**src/rtl/word2byte_pkg.sv**
```systemverilog
// Shared constants and FSM encoding for the word/byte
// streaming blocks (dumper and assembler).
package word2byte_pkg;

  localparam int ADDR_W         = 10;
  localparam int DATA_W         = 32;
  localparam int BYTES_PER_WORD = 4;
  localparam int CNT_W          = ADDR_W + 1;
  localparam int IDX_W          = $clog2(BYTES_PER_WORD);

  localparam logic [CNT_W-1:0] MAX_WORDS =
    CNT_W'(1 << ADDR_W);
  localparam logic [IDX_W-1:0] LAST_BYTE =
    IDX_W'(BYTES_PER_WORD - 1);

  typedef enum logic [2:0] {
    S_IDLE,
    S_READ,
    S_WAIT,
    S_SEND,
    S_DONE
  } state_t;

  function automatic logic [CNT_W-1:0] clamp_cnt(
    input logic [CNT_W-1:0] c
  );
    return (c > MAX_WORDS) ? MAX_WORDS : c;
  endfunction

endpackage

```
**src/rtl/word2byte.sv**
```systemverilog
// Dumps a block of memory words as a little-endian byte
// stream, borrowing the CPU memory port while busy.
module word2byte
  import word2byte_pkg::*;
(
  input  logic              clkMem,
  input  logic              rst,
  input  logic              start,
  input  logic [ADDR_W-1:0] startAddr,
  input  logic [CNT_W-1:0]  wordCount,
  input  logic              abort,
  input  logic [ADDR_W-1:0] addrIn,
  input  logic [DATA_W-1:0] dataIn,
  input  logic [3:0]        weIn,
  input  logic              enIn,
  input  logic [DATA_W-1:0] memData,
  output logic [ADDR_W-1:0] addrOut,
  output logic [DATA_W-1:0] dataOut,
  output logic [3:0]        weOut,
  output logic              enOut,
  output logic [7:0]        txData,
  output logic              txValid,
  input  logic              txReady,
  output logic              busy,
  output logic              done
);

  state_t            r_state;
  logic [ADDR_W-1:0] r_rdAddr;
  logic [CNT_W-1:0]  r_remaining;
  logic [IDX_W-1:0]  r_byteIdx;
  logic [DATA_W-1:0] r_shift;
  logic              r_txValid;
  logic              r_busy;
  logic              r_done;

  logic w_acc;
  logic w_last;
  logic w_fsm_port;

  assign w_acc  = r_txValid & txReady;
  assign w_last = w_acc && (r_byteIdx == LAST_BYTE);
  // reset hands the port back to the CPU immediately
  assign w_fsm_port = r_busy & ~rst;

  assign txData  = r_shift[7:0];
  assign txValid = r_txValid;
  assign busy    = r_busy;
  assign done    = r_done;

  always_comb begin
    addrOut = addrIn;
    dataOut = dataIn;
    weOut   = weIn;
    enOut   = enIn;
    if (w_fsm_port) begin
      addrOut = r_rdAddr;
      dataOut = '0;
      weOut   = '0;
      enOut   = (r_state == S_READ);
    end
  end

  always_ff @(posedge clkMem) begin
    if (rst) begin
      r_state     <= S_IDLE;
      r_rdAddr    <= '0;
      r_remaining <= '0;
      r_byteIdx   <= '0;
      r_shift     <= '0;
      r_txValid   <= 1'b0;
      r_busy      <= 1'b0;
      r_done      <= 1'b0;
    end else begin
      r_done <= 1'b0;
      unique case (r_state)
        S_IDLE: begin
          if (start) begin
            r_busy <= 1'b1;
            if (wordCount != '0) begin
              r_rdAddr    <= startAddr;
              r_remaining <= clamp_cnt(wordCount);
              r_state     <= S_READ;
            end else begin
              r_done  <= 1'b1;
              r_state <= S_DONE;
            end
          end
        end
        S_READ: begin
          if (abort) begin
            r_done  <= 1'b1;
            r_state <= S_DONE;
          end else begin
            r_state <= S_WAIT;
          end
        end
        S_WAIT: begin
          if (abort) begin
            r_done  <= 1'b1;
            r_state <= S_DONE;
          end else begin
            r_shift   <= memData;
            r_byteIdx <= '0;
            r_txValid <= 1'b1;
            r_state   <= S_SEND;
          end
        end
        S_SEND: begin
          if (w_acc) begin
            r_shift   <= r_shift >> 8;
            r_byteIdx <= r_byteIdx + 1'b1;
          end
          if (w_last) begin
            r_remaining <= r_remaining - 1'b1;
            r_rdAddr    <= r_rdAddr + 1'b1;
            r_txValid   <= 1'b0;
            if (abort || r_remaining == CNT_W'(1)) begin
              r_done  <= 1'b1;
              r_state <= S_DONE;
            end else begin
              r_state <= S_READ;
            end
          end else if (abort) begin
            r_txValid <= 1'b0;
            r_done    <= 1'b1;
            r_state   <= S_DONE;
          end
        end
        S_DONE: begin
          r_busy  <= 1'b0;
          r_state <= S_IDLE;
        end
        default: r_state <= S_IDLE;
      endcase
    end
  end

endmodule

```
**config.mk**
```make
export PLATFORM = sky130hd
export DESIGN_NAME = word2byte
export DESIGN_NICKNAME = d
export VERILOG_FILES = /design/src/rtl/word2byte_pkg.sv /design/src/rtl/word2byte.sv
export SDC_FILE = /design/constraint.sdc
export NUM_CORES = 1
export LEC_CHECK = 0
export ABC_AREA = 1
export BUFFER_PORTS_ARGS = -buffer_cell sky130_fd_sc_hd__buf_4
export CAP_MARGIN = 20
export CORE_ASPECT_RATIO = 1.25
export CORE_UTILIZATION = 50
export CTS_BUF_LIST = sky130_fd_sc_hd__clkbuf_8
export DETAILED_ROUTE_END_ITERATION = 10
export PLACE_DENSITY = 0.83
export SYNTH_ARGS = -nofsm -noshare
export SYNTH_HDL_FRONTEND = slang
export SYNTH_SLANG_ARGS = --single-unit
```
**constraint.sdc**
```tcl
create_clock -name clkMem -period 2.2 [get_ports clkMem]
set_clock_uncertainty 0.2 [all_clocks]
set_input_delay 0.44 -clock clkMem [delete_from_list [all_inputs] [get_ports clkMem]]
set_output_delay 0.44 -clock clkMem [all_outputs]
set_load 0.005 [all_outputs]
```
# After elaboration in Yosys (flattened, before gate mapping)

Index checks and enable logic that the tools add are counted.

Input bits: 105
Output and inout port bits: 58
Word-level logic and storage cells: 79
Register bits: 61

Reduce and logical (&&, ||, !) cells: 13
Bitwise logic cells: 3
Mux-type cells: 39
Equal/unequal tests: 12
$lt $le $gt $ge: 1
Add/subtract/negate cells: 3

Operators with widths:

| operator              | number |
|---|---|
| $mux 32               | 3 |
| $pmux 32 s2           | 1 |
| $mux 11               | 4 |
| $mux 10               | 4 |
| $pmux 11 s2           | 1 |
| $mux 3                | 7 |
| $pmux 10 s2           | 1 |
| $pmux 3 s4            | 1 |
| $eq 11x1->1 const B   | 1 |
| $gt 11x11->1 const B  | 1 |
| $reduce_bool 11->1    | 1 |
| $sub 11x1->11 const B | 1 |
| $add 10x1->10 const B | 1 |
| $mux 1                | 10 |
| $ne 2x2->1 const B    | 5 |
| $eq 3x2->1 const B    | 2 |
| $reduce_and 3->1      | 2 |
| $reduce_bool 2->1     | 3 |
| $mux 2                | 2 |
| $mux 4                | 1 |
| $pmux 1 s2            | 2 |
| $pmux 2 s2            | 1 |
| $reduce_and 2->1      | 2 |
| $reduce_and 4->1      | 1 |
| 12 further kinds      | 13 |

# Depth between registers and ports, before layout

Gate-level depths: netlist of run 1.

Depth after elaboration: 5
Gate-level depth with buffers: 11
Gate-level depth less buffers: 10

# Worst setup path after synthesis of run 1

OpenSTA, ideal clock, no wires.

Path kind: input -> output
From: input port rst
To: output port addrOut[0]
Required time: 1.560 ns
Cell stages on the path: 6
Buffers on the path: 2
Path slack: 0.370 ns
Arrival: 1.190 ns
Cells stage by stage: inv_1 nand2_1 clkbuf_1 clkbuf_1 nand2_1 nand2_1

Cells in the longest elaborated chain, start to end: 3

RTL lines:

| item        | RTL line        | RTL |
|---|---|---|
| from (decl) | word2byte.sv:7  | `input logic rst,` |
| $not 1->1   | word2byte.sv:44 | `assign w_fsm_port = r_busy & ~rst;` |
| $and 1x1->1 | word2byte.sv:44 |  |
| $mux 10     | word2byte.sv:56 | `if (w_fsm_port) begin` |
| to (decl)   | word2byte.sv:17 | `output logic [ADDR_W-1:0] addrOut,` |

No other way between the ends.

# Worst setup path in the final report of run 1

From: input port rst
To: output port dataOut[8]

Cells in the longest elaborated chain, start to end: 3

RTL lines:

| item        | RTL line        | RTL |
|---|---|---|
| $not 1->1   | word2byte.sv:44 |  |
| $and 1x1->1 | word2byte.sv:44 |  |
| $mux 32     | word2byte.sv:56 |  |
| to (decl)   | word2byte.sv:18 | `output logic [DATA_W-1:0] dataOut,` |

No other way between the ends.

==> results of run 1 <==
-- cells in the final DEF (no fill, tap or decap), types with 4 or more instances in the layout --
cell type  synthesis  layout
nand4_1            4       4
clkbuf_8           0       9
nand3_1           49      49
ha_1               4       4
o21ai_0           56      56
a21oi_1           31      31
dfxtp_1           61      61
nor2_1           118     118
inv_1             88      89
buf_4             10     171
nand2_1          179     179
-- worst max-delay path by stage --
stage | cells past startpoint | slack, ns | from | endpoint
after floorplan | 6 | 0.37 | rst | addrOut[0]
after global placement | 7 | 0.14 | rst | dataOut[8]
after detailed placement | 11 | 0.09 | wordCount[4] | r_rdAddr[0]$_SDFFE_PP0P_
after CTS | 6 | 0.10 | busy$_SDFFE_PP0P_ | addrOut[0]
after global routing | 6 | 0.03 | busy$_SDFFE_PP0P_ | addrOut[0]
final | 7 | 0.10 | rst | dataOut[8]
-- per-layer routing --
| metal | global-route usage | routed length, um |
|---|---|---|
| met5 | 0 | 0 |
| met3 | 0.04182 | 779 |
| met4 | 0.1209 | 270 |
| met2 | 0.4765 | 5647 |
| met1 | 0.3474 | 4743 |
-- cell type report --
| cell class | instances | area (sq um) | share of cell area |
|---|---|---|---|
| well taps | 92 | 115.1 | 0.02189 |
| inverters | 92 | 347.8 | 0.06616 |
| multi-input cells | 464 | 2056 | 0.3910 |
| repair buffers | 172 | 1304 | 0.2480 |
| clock inverters | 7 | 90.09 | 0.01713 |
| flip-flops and latches | 61 | 1221 | 0.2323 |
| clock buffers | 9 | 123.9 | 0.02356 |
-- flip-flops by register name, indices dropped and copies added, names as in the netlist --
register / flops
r_shift: 32
r_remaining: 11
r_rdAddr: 10
r_state: 3
r_byteIdx: 2
busy: 1
done: 1
txValid: 1
-- critical path: cells and delay by family --
family | cells | cell delay, ns
AND/OR/NAND/NOR | 2 | 0.32
buffers and inverters | 5 | 0.68
-- stage by stage --
| step | worst slack (ns) | hold WS [ns] | power, uW |
|---|---|---|---|
| finish | 0.1040 | 0.1711 | 3703 |
| global placement | 0.1408 | 0.2350 | 2584 |
| detailed placement | 0.09349 | 0.2426 | 2620 |
| CTS | 0.1009 | 0.1582 | 3710 |
| global route | 0.03012 | 0.1738 | 3949 |
| floorplan | 0.3697 | 0.2245 | 2194 |
-- cells by family (layout without fill, tap and decap cells) --
group | Yosys count | after routing | synth area share
compound gates | 96 | 96 | 0.1282
xor+xnor | 1 | 1 | 0.002261
fa+ha+maj | 4 | 4 | 0.01292
buf+inv | 132 | 280 | 0.1543
flops | 61 | 61 | 0.3151
simple gates | 363 | 363 | 0.3871
-- power by group --
part | switching (uW) | total (uW) | internal, uW
clock network | 453 | 1090 | 633
registers | 114 | 1360 | 1250
logic | 719 | 1260 | 537
total | 1290 | 3700 | 2420
==> results by group, run 1 <==
Run
  • Maxcap violations: 0

STA
  • Setup TNS: 0 ns
  • F_max: 477.1 MHz
  • Final Hold Violating Endpoints: 0
  • RSZ-0062 raised after global routing: false
  • Tightest Pin Transition: 0.5192 ns
  • Fin crit period: 2.096 ns
  • Tcrit/Tclk final: 0.9527
  • Final setup vio count: 0
  • Slew headroom: 0.6516
  • Fin. max-slew vios: 0

Clock network
  • CTS Sinks: 61
  • Worst-Skew Late Latency: 0.35 ns
  • Root buf cell: clkbuf_8
  • CTS clock-pin slew for the worst setup and hold paths: 0.07 ns
  • Num CTS Buffers: 9
  • CTS resizes: 0
  • Setup bufs post-CTS: 0
  • Clk buf depth: 2
  • TritonCTS clock tree: built
  • Hold_buf cts: 0
  • H-tree Lvls: 3

Placed design
  • HPWL after DPL: 8.608 mm
  • IO buf count: 162
  • DP Cell Count: 881
  • Placed inst area: 5044 sq um
  • Final GP Congestion: 0.8936

Final layout
  • Area Overhead vs Synth: 35.68%
  • N_diodes: 0
  • Layout cell share with drive strength beyond 1: 0.2484
  • FILL cells: 664
  • Final non-filler cell total: 897
  • Final nets: 909
  • Final instance area: 5258 sq um
  • Layout Utilization: 0.7062

Worst setup path
  • Ordered list of cells on the worst path: buf_4 > inv_1 > nand2_1 > inv_1 > buf_12 > nor2_1 > buf_4
  • R2R Setup Slk: 0.30 ns
  • Startpoint Class: input pin
  • Crit Path Max Fanout: 39
  • CP endpoint kind: primary output
  • CP Class: in2out
  • Req. time, crit path: 1.56 ns
  • Reg-to-Reg End: r_rdAddr[0]$_SDFFE_PP0P_
  • Slowest CP cell: nor2_1
  • R2R depth: 8
  • RR Startpoint: r_state[2]$_SDFFE_PP0P_
  • Worst path max stage delay: 0.21 ns
  • Crit path DAT: 1.46 ns

Min path
  • Hold path cells: 2
  • Hold path endpoint: r_shift[29]$_SDFFE_PP0P_
  • Worst Hold Class: in2reg
  • Worst Min Path Start: rst

Yosys
  • Post-synth cell types: 32
  • Synth top cells by count: nand2_1 (179), nor2_1 (118), inv_1 (88), dfxtp_1 (61), o21ai_0 (56)
  • Synth Flop Type: dfxtp_1
  • Top cell type's share of synthesized area: 0.3151
  • Synth Area per Inst: 5.898 sq um
  • Post-synth EDFFs: 0
  • Synth async-reset ratio: 0
  • Synth Cell Area: 3875 sq um
  • Area leader, netlist: dfxtp_1
  • Yosys synthesis warning count: 0
  • Post-Syn Nets: 766
  • Most frequent cell after synthesis: nand2_1
  • FF+latch count, synth: 61
  • Sequential fraction of the synthesis area: 0.3151
  • Mapped Cells: 657
  • Area contributors post-synth: dfxtp_1 (32%), nand2_1 (17%), nor2_1 (11%)

Route
  • Avg WL per Cell: 12.75 um
  • 1st-iter DRT viols: 271
  • Post-route ant nets: 0
  • Vias/cell: 5.018
  • Drt pass-1 iters: 7
  • Via count of the routed design: 4501
  • Post-route DRC: 0
  • WL final: 11.44 mm

Floorplan
  • Num rows: 35
  • Die width: 80.74 um
  • I/O pin count: 163
  • Die ar.: 8108 sq um
  • Die Ht: 100.4 um
  • Core Area: 7445 sq um
  • Starting density of the core: 0.5205

Power
  • Leakage power: 0.002807 uW
  • VDD IR-drop max: 546.1 uV
  • Pwr Density: 704.4 nW/um^2

GRT
  • Initial antenna violation count: 0
  • Vias in the first global route: 3960
  • Grt ovf: 0
  • First-pass GRT wire length: 17.59 mm
  • Pin count of the biggest net entering global routing: 48
  • Overall Global Routing Usage: 0.2803

Status
  • Status: finished clean
(Power assumes the default switching activity.)
==> run 2, diff against run 1 <==
==> constraint.sdc (replaced) <==
create_clock -name clkMem -period 2.2 [get_ports clkMem]
set_clock_uncertainty 0.2 [all_clocks]
set_input_delay 0.33 -clock clkMem [delete_from_list [all_inputs] [get_ports clkMem]]
set_output_delay 0.33 -clock clkMem [all_outputs]
set_load 0.005 [all_outputs]
==> run 2 against run 1 <==
- design area decreased by 1.1%
- core utilization fell by 0.79 points
- first-iteration DRC count down 16%
- power fell by 7.4%
- die area stayed put
- critical path depth is 1 lower
- clock power shrank 24%
- setup slack better by 0.060 ns
- flip-flop and latch count did not move
- critical endpoint is now addrOut[0]
==> results by group, run 2 (synthesized netlist as in run 1, its figures left out) <==
Status
  • Status: finished clean

Floorplan
  • Core Area: 7445 sq um (unchanged)
  • Die Ht: 100.4 um (unchanged)
  • Die ar.: 8108 sq um (unchanged)
  • I/O pin count: 163 (unchanged)
  • Num rows: 35 (unchanged)
  • Die width: 80.74 um (unchanged)
  • Starting density of the core: 0.5205 (unchanged)

STA
  • RSZ-0062 raised after global routing: false
  • Tcrit/Tclk final: 0.9256 (-0.02715)
  • Final Hold Violating Endpoints: 0 (unchanged)
  • Fin. max-slew vios: 0 (unchanged)
  • Slew headroom: 0.5603 (-0.09127)
  • Final setup vio count: 0 (unchanged)
  • F_max: 491.1 MHz (+2.9%)
  • Fin crit period: 2.036 ns (-0.05973 ns)
  • Setup TNS: 0 ns (unchanged)
  • Tightest Pin Transition: 0.6595 ns (+0.1403 ns)

Run
  • Maxcap violations: 0 (unchanged)

Route
  • Post-route ant nets: 0 (unchanged)
  • Via count of the routed design: 4421 (-1.8%)
  • Drt pass-1 iters: 5 (-2)
  • WL final: 11.07 mm (-3.3%)
  • Avg WL per Cell: 12.35 um (-3.2%)
  • Post-route DRC: 0 (unchanged)
  • 1st-iter DRT viols: 228 (-16%)
  • Vias/cell: 4.934 (-1.7%)

Placed design
  • HPWL after DPL: 8.417 mm (-2.2%)
  • Final GP Congestion: 0.8855 (-0.91%)
  • IO buf count: 162 (unchanged)
  • DP Cell Count: 880 (-0.11%)

Worst setup path
  • CP Capture Point: addrOut[0]
  • R2R Setup Slk: 0.20 ns (-0.10 ns)
  • Req. time, crit path: 1.67 ns (+0.11 ns)
  • Crit. path cell count: 6 (-1)
  • Worst Setup SP: busy$_SDFFE_PP0P_
  • Ordered list of cells on the worst path: nand2_1 > inv_1 > buf_12 > nand2_1 > nand2_1 > buf_4
  • RR Startpoint: r_state[2]$_SDFFE_PP0P_
  • Reg-to-Reg End: r_rdAddr[2]$_SDFFE_PP0P_
  • CP bufs+invs: 3 (-2)
  • Startpoint Class: register
  • CP Class: reg2out
  • Most frequent CP cell: nand2_1
  • Slowest CP cell: dfxtp_1
  • R2R depth: 11 (+3)
  • Crit Path Max Fanout: 39 (unchanged)
  • Worst path max stage delay: 0.36 ns (+0.15 ns)
  • Crit path max-delay family: buffers and inverters
  • Crit path DAT: 1.51 ns (+0.05 ns)
  • CP endpoint kind: primary output

Clock network
  • CTS Sinks: 61 (unchanged)
  • Num CTS Buffers: 9 (unchanged)
  • H-tree Lvls: 3 (unchanged)
  • Root buf cell: clkbuf_8
  • Worst-Skew Late Latency: 0.34 ns (about the same)
  • TritonCTS clock tree: built
  • Clk buf depth: 2 (unchanged)
  • CTS clock-pin slew for the worst setup and hold paths: 0.07 ns (about the same)

GRT
  • Vias in the first global route: 3957 (-0.076%)
  • Pin count of the biggest net entering global routing: 49 (+2.1%)
  • Initial antenna violation count: 0 (unchanged)
  • Overall Global Routing Usage: 0.2730 (-0.007289)
  • Grt ovf: 0 (unchanged)
  • First-pass GRT wire length: 17.27 mm (-1.8%)

Power
  • Pwr Total: 3431 uW (-7.4%)
  • Leakage power: 0.002785 uW (-0.79%)
  • Pwr Density: 659.9 nW/um^2 (-6.3%)
  • VDD IR-drop max: 467.0 uV (-14%)

Final layout
  • N_diodes: 0 (unchanged)
  • Layout cell share with drive strength beyond 1: 0.2463 (-0.002179)
  • Final non-filler cell total: 896 (-0.11%)
  • Layout Utilization: 0.6983 (-0.007899)
  • Final nets: 908 (-0.11%)
  • Most frequent cells in the layout: nand2_1 (179), buf_4 (169), nor2_1 (118)
  • Commonest non-fill, non-tap cell in the layout: nand2_1
  • FILL cells: 677 (+2.0%)
  • Max FFs per register: 32 (unchanged)
  • Most flops, register: r_shift
  • Area Overhead vs Synth: 34.16%
  • FF/Latch Area: 1221 sq um (unchanged)
  • Biggest regs: r_shift (32), r_remaining (11), r_rdAddr (10)
  • Multi-input gate area: 2056 sq um (unchanged)

Min path
  • Hold path cells: 2 (unchanged)
  • Worst Hold Class: in2reg
==> run 2: area by class of cell <==
type / instances / share of cell area
Sequential cell: 61 / 0.2349
Tap cell: 92 / 0.02214
Inverter: 92 / 0.06691
Clock buffer: 9 / 0.02383
Clock inverter: 7 / 0.006739
Multi-Input combinational cell: 464 / 0.3954
Timing Repair Buffer: 171 / 0.2501
==> run 2: what timing repair did <==
action                                  CTS  global route
gates resized for setup                   0             1
endpoints found under the setup margin    0             9
setup buffers                             0             0
hold buffers                              0             0
==> run 2: worst min-delay path by stage <==
stage | startpoint | endpoint | slack, ns
floorplan | rst | r_shift[24]$_SDFFE_PP0P_ | 0.20
global placement | r_shift[19]$_SDFFE_PP0P_ | r_shift[19]$_SDFFE_PP0P_ | 0.24
detailed placement | r_shift[19]$_SDFFE_PP0P_ | r_shift[19]$_SDFFE_PP0P_ | 0.24
CTS | rst | r_shift[25]$_SDFFE_PP0P_ | 0.05
global route | memData[30] | r_shift[30]$_SDFFE_PP0P_ | 0.07
finish | rst | r_shift[25]$_SDFFE_PP0P_ | 0.06
==> run 2: per-layer routing <==
layer  vias up  wire length [um]  GRT usage
met4         0               261     0.1236
met1      1932              4819     0.3380
li1       2307                 -          -
met3        26               752    0.05727
met2       156              5231     0.4498
met5         -                 0          0
==> run 2: where the power goes <==
part | total [uW] | switching [uW] | internal [uW]
Combinational | 1250 | 712 | 537
Clock | 829 | 437 | 392
Sequential | 1350 | 105 | 1250
Total | 3430 | 1250 | 2180
==> run 2: through the flow <==
| step | worst slack [ns] | area (sq um) | hold WS (ns) |
|---|---|---|---|
| 2_1_floorplan | 0.5897 | 3875 | 0.1991 |
| 3_3_place_gp | 0.2590 | 5036 | 0.2352 |
| 3_5_place_dp | 0.1417 | 5036 | 0.2422 |
| 4_1_cts | 0.1108 | 5195 | 0.05308 |
| 5_1_grt | 0.01478 | 5199 | 0.07139 |
| 6_report | 0.1638 | 5199 | 0.06203 |
==> run 3, diff against run 2 <==
--- a/config.mk
+++ b/config.mk
@@ -5,14 +5,12 @@
 export SDC_FILE = /design/constraint.sdc
 export NUM_CORES = 1
 export LEC_CHECK = 0
-export ABC_AREA = 1
 export BUFFER_PORTS_ARGS = -buffer_cell sky130_fd_sc_hd__buf_4
 export CAP_MARGIN = 20
 export CORE_ASPECT_RATIO = 1.25
-export CORE_UTILIZATION = 50
+export CORE_UTILIZATION = 30
 export CTS_BUF_LIST = sky130_fd_sc_hd__clkbuf_8
 export DETAILED_ROUTE_END_ITERATION = 10
-export PLACE_DENSITY = 0.83
 export SYNTH_ARGS = -nofsm -noshare
 export SYNTH_HDL_FRONTEND = slang
 export SYNTH_SLANG_ARGS = --single-unit
==> constraint.sdc (replaced) <==
create_clock -name clkMem -period 2.6 [get_ports clkMem]
set_clock_uncertainty 0.2 [all_clocks]
set_input_delay 0.39 -clock clkMem [delete_from_list [all_inputs] [get_ports clkMem]]
set_output_delay 0.39 -clock clkMem [all_outputs]
set_load 0.005 [all_outputs]
==> run 3 against run 2 <==
- synthesized cell count down 32%
- non-clock buffer count increased by 7
- area after synthesis fell by 7.2%
- sequential power down 23%
- count of clock-buffer cells in the layout increased by 1
- register-to-register slack improved by 0.21 ns
- die area is 53% higher
- highest routed layer unchanged
==> results by group, run 3 <==
Run
  • Maxcap violations: 0 (unchanged)

GRT
  • Grt ovf: 0 (unchanged)
  • Vias in the first global route: 3582 (-9.5%)
  • Overall Global Routing Usage: 0.1753 (-0.09767)
  • Pin count of the biggest net entering global routing: 67 (+37%)
  • Initial antenna violation count: 1 (+1)
  • First-pass GRT wire length: 17.29 mm (+0.12%)

Route
  • Drt pass-1 iters: 4 (-1)
  • WL final: 11.08 mm (+0.13%)
  • Vias/cell: 5.045 (+2.2%)
  • Via count of the routed design: 3819 (-14%)
  • Avg WL per Cell: 14.64 um (+19%)
  • Post-route ant nets: 0 (unchanged)
  • Post-route DRC: 0 (unchanged)
  • 1st-iter DRT viols: 229 (+0.44%)

Power
  • Clock share of power: 0.335 (+0.094)
  • Pwr Total: 2495 uW (-27%)
  • Pwr Density: 489.9 nW/um^2 (-26%)
  • VDD IR-drop max: 214.9 uV (-54%)
  • Leakage power: 0.002129 uW (-24%)
  • Combinational Power Share: 0.249 (-0.115)
  • Cell-internal power: 1792 uW (-18%)
  • Register share of total power: 0.416 (+0.022)
  • Sw power: 703.2 uW (-44%)
  • Sw frac: 0.2819 (-0.08383)

Clock network
  • Worst-Skew Late Latency: 0.34 ns (about the same)
  • TritonCTS clock tree: built
  • Num CTS Buffers: 9 (unchanged)
  • Root buf cell: clkbuf_8
  • H-tree Lvls: 3 (unchanged)
  • Clk buf depth: 2 (unchanged)
  • CTS resizes: 0 (unchanged)
  • CTS clock-pin slew for the worst setup and hold paths: 0.07 ns (about the same)
  • Setup bufs post-CTS: 0 (unchanged)
  • Hold_buf cts: 0 (unchanged)
  • CTS Sinks: 61 (unchanged)

STA
  • Tightest Pin Transition: 0.7516 ns (+0.09211 ns)
  • Slew headroom: 0.4960 (-0.06431)
  • Final Hold Violating Endpoints: 0 (unchanged)
  • RSZ-0062 raised after global routing: false
  • Final setup vio count: 0 (unchanged)
  • Setup TNS: 0 ns (unchanged)
  • WHS: 0.1046 ns (+0.04261 ns)
  • Fin crit period: 2.257 ns
  • Fin. max-slew vios: 0 (unchanged)
  • F_max: 443.1 MHz
  • Tcrit/Tclk final: 0.8679

Yosys
  • Synth Flop Type: dfxtp_1
  • Synth Area per Inst: 8.047 sq um (+36%)
  • Area contributors post-synth: dfxtp_1 (34%), nand2_1 (7.2%), and2_1 (6.4%)
  • Most frequent cell after synthesis: nand2_1
  • Area leader, netlist: dfxtp_1
  • Top cell type's share of synthesized area: 0.3395 (+0.02433)
  • Post-Syn Nets: 556 (-27%)
  • Synth top cells by count: nand2_1 (69), dfxtp_1 (61), nor2_1 (51), and2_1 (37), a311oi_1 (25)
  • Sequential fraction of the synthesis area: 0.3395 (+0.02433)
  • Synth async-reset ratio: 0 (unchanged)
  • Post-synth EDFFs: 0 (unchanged)
  • Synth Cell Area: 3597 sq um (-7.2%)
  • Mapped Cells: 447 (-32%)
  • Yosys synthesis warning count: 0 (unchanged)
  • FF+latch count, synth: 61 (unchanged)
  • Post-synth cell types: 59 (+84%)

Placed design
  • Final GP Congestion: 0.8274 (-6.6%)
  • HPWL after DPL: 8.092 mm (-3.9%)
  • IO buf count: 162 (unchanged)

Worst setup path
  • Startpoint Class: register
  • Slowest CP cell: mux2_2
  • RR Startpoint: r_state[2]$_SDFFE_PP0P_
  • Worst Setup SP: busy$_SDFFE_PP0P_
  • CP Capture Point: addrOut[3]
  • Req. time, crit path: 2.01 ns (+0.34 ns)
  • R2R depth: 5 (-6)
  • Most frequent CP cell: buf_4
  • CP endpoint kind: primary output
  • CP Class: reg2out
  • R2R Setup Slk: 0.41 ns (+0.21 ns)
  • Crit Path Max Fanout: 33 (-15%)
  • Worst path max stage delay: 0.41 ns (+0.05 ns)
  • Reg-to-Reg End: r_rdAddr[0]$_SDFFE_PP0P_
  • Ordered list of cells on the worst path: nand2b_1 > buf_4 > mux2_2 > buf_4
  • Crit path DAT: 1.67 ns (+0.16 ns)

Final layout
  • N_diodes: 0 (unchanged)
  • Most frequent cells in the layout: buf_4 (176), nand2_1 (69), dfxtp_1 (61)
  • FILL cells: 1191 (+76%)
  • Commonest non-fill, non-tap cell in the layout: buf_4
  • Most flops, register: r_shift
  • Final nets: 700 (-23%)
  • Max FFs per register: 32 (unchanged)
  • Layout Utilization: 0.4363 (-0.2620)
  • Biggest regs: r_shift (32), r_remaining (11), r_rdAddr (10)
  • Layout cell share with drive strength beyond 1: 0.3842 (+0.1380)
  • Area Overhead vs Synth: 41.57%

Floorplan
  • Die ar.: 12440 sq um (+53%)
  • Starting density of the core: 0.3082 (-0.2123)
  • Num rows: 44 (+26%)
  • I/O pin count: 163 (unchanged)
  • Die Ht: 124.4 um (+24%)
  • Core Area: 11670 sq um (+57%)
  • Die width: 99.94 um (+24%)

Min path
  • Hold path cells: 3 (+1)
  • Worst Hold Class: in2reg

Status
  • Status: finished clean
## run 3: changes by cell type after synthesis, moves of 7 or more
cell      change
a21oi_1      -14
o21ai_0      -50
mux2_2       +10
a311oi_1     +25
nand2_1     -110
nor2_1       -67
nor3_1        +8
nand3_1      -45
inv_1        -83
a22oi_1       +8
and3_1        +7
and2_1       +37
nand2b_1      +8
clkbuf_1      +9
## run 3: layer usage
layer / track usage / up-vias / share of wire / wire (um)
met3: 0.05219 / 21 / 0.086 / 950
met5: 0 / - / 0 / 0
met4: 0.06228 / 0 / 0.019 / 214
met1: 0.1965 / 1734 / 0.40 / 4477
met2: 0.3091 / 188 / 0.49 / 5436
li1: - / 1876 / - / -
## run 3: cell families (layout without fill, tap and decap cells)
kind of cell | count (synthesis) | after routing | share of synthesized area
compound gates | 104 | 104 | 0.2303
mux | 11 | 11 | 0.03409
xor+xnor | 3 | 3 | 0.007306
buf+inv | 50 | 199 | 0.07756
fa+ha+maj | 4 | 4 | 0.01391
simple gates | 214 | 214 | 0.2974
flops | 61 | 61 | 0.3395
## run 3: power by group through the flow
stage / combinational [uW] / clock (uW) / sequential [uW]
floorplan: 335 / 0 / 1040
global placement: 617 / 0 / 1060
detailed placement: 623 / 0 / 1060
CTS: 626 / 859 / 1040
global route: 681 / 908 / 1050
finish: 622 / 835 / 1040
## run 3: layout make-up
class	count	area [sq um]	share of cell area
Tap cell	161	201.4	0.03956
Inverter	5	18.77	0.003686
Clock inverter	6	55.05	0.01081
Multi-Input combinational cell	336	2097	0.4118
Clock buffer	10	137.6	0.02703
Sequential cell	61	1221	0.2398
Timing Repair Buffer	178	1361	0.2673
## run 3: metrics by stage
stage	cell area, sq um	worst slack (ns)	instances
final	5092	0.3434	757
after global placement	4900	0.2158	741
after floorplan	3597	0.4510	447
after global routing	5092	0.2104	757
after CTS	5092	0.2887	757
after detailed placement	4900	0.1622	741
## run 3: worst min-delay path by stage
stage | from | endpoint | slack (ns)
after detailed placement | r_shift[14]$_SDFFE_PP0P_ | r_shift[6]$_SDFFE_PP0P_ | 0.27
after global routing | memData[2] | r_shift[2]$_SDFFE_PP0P_ | 0.10
after global placement | r_remaining[9]$_SDFFE_PP0P_ | r_remaining[9]$_SDFFE_PP0P_ | 0.26
after CTS | memData[26] | r_shift[26]$_SDFFE_PP0P_ | 0.08
after floorplan | r_remaining[9]$_SDFFE_PP0P_ | r_remaining[9]$_SDFFE_PP0P_ | 0.25
final | memData[24] | r_shift[24]$_SDFFE_PP0P_ | 0.10
## run 3: critical path, delay by kind of cell, from the launching register on
family	cells	cell delay (ns)
buf+inv	2	0.47
flops	1	0.33
mux	1	0.41
simple gates	1	0.12
